`src/rtl/prio_code_display.sv`:
```
// Display stage for the 7-input priority encoder: synchronises and debounces the
// code, latches the last non-zero key, counts key events in BCD and scans a 4-digit display.
module prio_code_display #(
  parameter int STABLE_CYCLES = 1000,
  parameter int SCAN_DIV      = 100000
) (
  input  logic       clk,
  input  logic       rst_n,
  input  logic [2:0] D,
  input  logic       ET,
  output logic [3:0] an,
  output logic [6:0] seg,
  output logic       dp,
  output logic [2:0] code,
  output logic [7:0] cnt_bcd
);

  localparam int HW = (STABLE_CYCLES > 1) ? $clog2(STABLE_CYCLES) : 1;
  localparam int DW = $clog2(SCAN_DIV);
  localparam logic [HW-1:0] HOLD_MAX = HW'(STABLE_CYCLES - 1);
  localparam logic [DW-1:0] DIV_MAX  = DW'(SCAN_DIV - 1);
  localparam logic [3:0] SYM_DASH  = 4'hA;
  localparam logic [3:0] SYM_BLANK = 4'hF;

  function automatic logic [6:0] seg_of(input logic [3:0] v);
    case (v)
      4'd0:     seg_of = 7'b1000000;
      4'd1:     seg_of = 7'b1111001;
      4'd2:     seg_of = 7'b0100100;
      4'd3:     seg_of = 7'b0110000;
      4'd4:     seg_of = 7'b0011001;
      4'd5:     seg_of = 7'b0010010;
      4'd6:     seg_of = 7'b0000010;
      4'd7:     seg_of = 7'b1111000;
      4'd8:     seg_of = 7'b0000000;
      4'd9:     seg_of = 7'b0010000;
      SYM_DASH: seg_of = 7'b0111111;
      default:  seg_of = 7'b1111111;
    endcase
  endfunction

  logic [3:0]    sync1_reg, sync2_reg;
  logic [2:0]    c, c_prev_reg, q_reg, q_d_reg;
  logic [HW-1:0] hold_reg, hold_next;
  logic          match, accept, event_hit;
  logic [3:0]    ones_next, tens_next;
  logic [DW-1:0] div_reg;
  logic [1:0]    idx_reg;
  logic [3:0]    digit_val;
  logic [3:0]    an_next, an_reg;
  logic [6:0]    seg_reg;

  assign c     = sync2_reg[3] ? sync2_reg[2:0] : 3'd0;
  assign match = (c == c_prev_reg);

  always_comb begin
    hold_next = '0;
    if (match) hold_next = (hold_reg == HOLD_MAX) ? hold_reg : hold_reg + 1'b1;
  end

  // Accept on the edge the counter arrives at its ceiling, so q lands STABLE_CYCLES+2 edges after the input.
  assign accept    = (STABLE_CYCLES == 1) || (match && (hold_next == HOLD_MAX));
  assign event_hit = (q_reg != q_d_reg) && (q_reg != 3'd0);

  always_ff @(posedge clk or negedge rst_n) begin
    if (!rst_n) begin
      sync1_reg  <= '0;
      sync2_reg  <= '0;
      c_prev_reg <= '0;
      hold_reg   <= '0;
      q_reg      <= '0;
      q_d_reg    <= '0;
    end else begin
      sync1_reg  <= {ET, D};
      sync2_reg  <= sync1_reg;
      c_prev_reg <= c;
      hold_reg   <= hold_next;
      if (accept) q_reg <= c;
      q_d_reg    <= q_reg;
    end
  end

  always_comb begin
    ones_next = cnt_bcd[3:0] + 4'd1;
    tens_next = cnt_bcd[7:4];
    if (cnt_bcd[3:0] == 4'd9) begin
      ones_next = 4'd0;
      tens_next = (cnt_bcd[7:4] == 4'd9) ? 4'd0 : cnt_bcd[7:4] + 4'd1;
    end
  end

  always_ff @(posedge clk or negedge rst_n) begin
    if (!rst_n) begin
      code    <= '0;
      cnt_bcd <= 8'h00;
    end else if (event_hit) begin
      code    <= q_reg;
      cnt_bcd <= {tens_next, ones_next};
    end
  end

  always_ff @(posedge clk or negedge rst_n) begin
    if (!rst_n) begin
      div_reg <= '0;
      idx_reg <= '0;
    end else if (div_reg == DIV_MAX) begin
      div_reg <= '0;
      idx_reg <= idx_reg + 2'd1;
    end else begin
      div_reg <= div_reg + 1'b1;
    end
  end

  always_comb begin
    digit_val = SYM_BLANK;
    case (idx_reg)
      2'd0: digit_val = cnt_bcd[3:0];
      2'd1: digit_val = cnt_bcd[7:4];
      2'd2: digit_val = SYM_BLANK;
      2'd3: digit_val = (code == 3'd0) ? SYM_DASH : {1'b0, code};
      default: digit_val = SYM_BLANK;
    endcase
  end

  for (genvar gi = 0; gi < 4; gi++) begin : g_an
    assign an_next[gi] = (idx_reg != 2'(gi));
  end

  // Anodes and segments register together so the selected digit never shows a neighbour's pattern.
  always_ff @(posedge clk or negedge rst_n) begin
    if (!rst_n) begin
      an_reg  <= 4'b1110;
      seg_reg <= 7'b1000000;
    end else begin
      an_reg  <= an_next;
      seg_reg <= seg_of(digit_val);
    end
  end

  assign an  = an_reg;
  assign seg = seg_reg;
  assign dp  = 1'b1;

endmodule

```
`config.mk`:
```
export PLATFORM = sky130hd
export DESIGN_NAME = prio_code_display
export DESIGN_NICKNAME = d
export VERILOG_FILES = /design/src/rtl/prio_code_display.sv
export SDC_FILE = /design/constraint.sdc
export NUM_CORES = 1
export LEC_CHECK = 0
export ABC_AREA = 1
export CAP_MARGIN = 20
export CORE_UTILIZATION = 52
export CTS_CLUSTER_DIAMETER = 150
export DETAILED_ROUTE_END_ITERATION = 16
export GPL_TIMING_DRIVEN = 0
export PLACE_DENSITY = 0.76
export RECOVER_POWER = 100
export SETUP_SLACK_MARGIN = 0.02
export SLEW_MARGIN = 20
export SYNTH_ARGS = -nofsm -noshare
export SYNTH_HDL_FRONTEND = slang
export SYNTH_SLANG_ARGS = --single-unit
```
`constraint.sdc`:
```
create_clock -name clk -period 1.8 [get_ports clk]
set_input_delay 0.36 -clock clk [delete_from_list [all_inputs] [get_ports clk]]
set_output_delay 0.36 -clock clk [all_outputs]
set_load 0.05 [all_outputs]
```
==> flow_summary.ini <==
[sta]
grt_setup_unrepaired = true
max_freq_mhz = 576
hold_viol = 0
setup_slack_ps = 65.1
fin_crit_ps = 1730
period_share = 0.964
finalSetupViolCount = 0
max_slew_margin = 0.281
worst_slew_pin_slew_ps = 1080
final_max_slew_viol_count = 0
fin_worst_skew_ps = 7.93

[final_layout]
largest_reg_flops = 17
fin_nets = 459
final_util = 0.704
insertedDiodeCount = 0
areaGrowthSynthToFinish_pct = 27.6
drive_gt1_frac = 0.228

[worst_setup_path]
worstPathArrival_ps = 1370
cp_top_family = buffers and inverters
r2r-start = idx_reg[0]$_DFFE_PN0N_
critPathKind = reg -> out
endpoint_kind = primary output
cp-endpoint = cnt_bcd[1]
setup.worst_path.start_class = register
r2r_cells = 11
r2r_slack_ps = 70
crit_slowest_cell = dlygate4sd2_1
cp_num_buf_inv = 1
r2r_end = seg[3]$_DFF_PN0_
crit_fanout = 5
cp-startpoint = cnt_bcd[1]$_DFFE_PN0P_
path_depth = 1
max_stage_delay_ps = 560
crit_chain = dlygate4sd2_1
crit_required_ps = 1440

[grt]
gr-total-overflow = 0
track_usage = 0.199
grt_start_max_net_pins = 51
grt_pass1_wl_um = 10200
antenna_found_initial = 0
grt_pass1_vias = 2457

[synth]
synth_top_area_frac = 0.479
synth.cell_area_um2 = 3350
ys_ff_latch = 68
ys_top_cells_by_count = nand2_1, dfrtp_1, inv_1
yosysTopAreaCell = dfrtp_1
synth_area_per_cell_um2 = 8.67
synth_area_leaders = dfrtp_1, nand2_1, inv_1
yosys_most_used_dff = dfrtp_1
yosysUniqueCellTypes = 34
yosys_warnings = 0
syn-num-nets = 402
yosysMostFrequentCell = nand2_1
async_flop_share = 1.00
synthCells = 386
ys_seq_area_frac = 0.510
synth_edf_count = 0

[placement]
portBuffers = 27
dp_hpwl_um = 4230
place_congestion = 0.861
dp_slack_ps = -146

[die]
die_w_um = 82.2
ios = 29
chipHeight_um = 82.2
die-area_um2 = 6760
core_area_um2 = 6060
start_util = 0.552
num_rows = 28

[drt]
drt-initial-drc-count = 140
dr.pass1.iters = 4
viasPerCell = 5.07
wire_per_inst_um = 12.5
drcViolationCount = 0
postRouteAntennaNets = 0
drt_wl_total_um = 6520
vias = 2652

[clock_network]
cts_buffer_depth = 2
clock-root-buffer = clkbuf_8
clk_latency_ps = 330
cts-buffers-inserted = 9
h-tree-depth = 3
cts_tree = yes
cts.clk_slew.worst_paths_ps = 70
clock-sinks = 68

[power_and_ir_drop]
p_leak_nw = 2.08
powerDensity_nw_per_um2 = 712
ir_drop_v = 0.000543

[min_path]
holdCritPathClass = reg -> reg

[run]
drv_cap = 0

[status]
status = finished, final reports clean
[logic make-up after synthesis]
group           share of synthesized area
compound gates                     0.0583
xor+xnor                           0.0467
fa+ha+maj                          0.0374
buf+inv                            0.0752
flops                               0.510
other cells                       0.00112
simple gates                        0.271
[report_power, final]
group,leakage [nW],switching (mW),internal (mW)
Combinational,1.07,0.0829,0.0436
Sequential,0.898,0.0112,1.54
Clock,0.113,0.545,0.811
[timing repair]
action | 4_1_cts | 5_1_grt
pin swaps | 1 | 20
endpoints found under the hold margin | 15 | 0
endpoints found under the setup margin | 32 | 20
gates resized for setup | 29 | 50
hold buffers | 1 | 0
setup buffers | 3 | 14
[per-stage QoR]
| stage | hold WS (ps) | cell area (um^2) | setup TNS [ps] | std cells | total power [mW] |
|---|---|---|---|---|---|
| floorplan | 64.4 | 3350 | 0 | 386 | 1.64 |
| finish | 349 | 4270 | 0 | 523 | 3.04 |
| detailed placement | 253 | 3730 | -535 | 489 | 1.70 |
| CTS | 350 | 3980 | 0 | 509 | 3.07 |
| global placement | 333 | 3710 | -123440 | 488 | 1.69 |
| global route | 362 | 4270 | -234 | 523 | 3.15 |
[cell usage in the layout, fill, tap and decap left out, types with 4 or more instances in the layout]
| master | synthesis | routed |
|---|---|---|
| a21oi_1 | 5 | 5 |
| buf_4 | 1 | 17 |
| clkbuf_8 | 0 | 10 |
| dfrtp_1 | 64 | 63 |
| dfstp_2 | 4 | 4 |
| dlygate4sd2_1 | 0 | 21 |
| dlygate4sd3_1 | 0 | 5 |
| ha_2 | 0 | 4 |
| ha_4 | 0 | 4 |
| inv_1 | 55 | 51 |
| inv_2 | 9 | 12 |
| nand2_1 | 86 | 81 |
| nand2_2 | 4 | 8 |
| nand3_1 | 21 | 18 |
| nand3_2 | 3 | 5 |
| nand4_1 | 10 | 10 |
| nor2_1 | 36 | 32 |
| nor2_4 | 6 | 16 |
| nor3_1 | 9 | 9 |
| o21ai_0 | 12 | 9 |
| o21ai_1 | 8 | 6 |
| xnor2_1 | 6 | 6 |
| xor2_1 | 10 | 10 |
[routing by layer]
metal / wire (um) / up-vias / GRT usage
met1: 2840 / 1241 / 0.238
met3: 249 / 14 / 0.0484
met2: 3300 / 63 / 0.336
met4: 135 / 0 / 0.0930
li1: - / 1334 / -
met5: 0 / - / 0
[how the worst min path moves through the flow]
stage / from / endpoint / slack, ps / depth (start not counted)
floorplan: rst_n / an[0]$_DFF_PN0_ / 60 / 0
global placement: sync1_reg[2]$_DFF_PN0_ / sync2_reg[2]$_DFF_PN0_ / 330 / 0
detailed placement: rst_n / hold_reg[5]$_DFF_PN0_ / 250 / 1
CTS: sync1_reg[0]$_DFF_PN0_ / sync2_reg[0]$_DFF_PN0_ / 350 / 0
global route: sync1_reg[0]$_DFF_PN0_ / sync2_reg[0]$_DFF_PN0_ / 360 / 0
finish: sync1_reg[0]$_DFF_PN0_ / sync2_reg[0]$_DFF_PN0_ / 350 / 0
[final cells by class]
cell class,instances,area [um^2]
Buffer,2,11.3
Clock buffer,11,141
Clock inverter,5,75.1
Fill cell,436,1790
Inverter,64,243
Multi-Input combinational cell,252,1590
Sequential cell,68,1710
Tap cell,75,93.8
Timing Repair Buffer,46,407
Note: power is estimated with default switching activity, not from simulation.
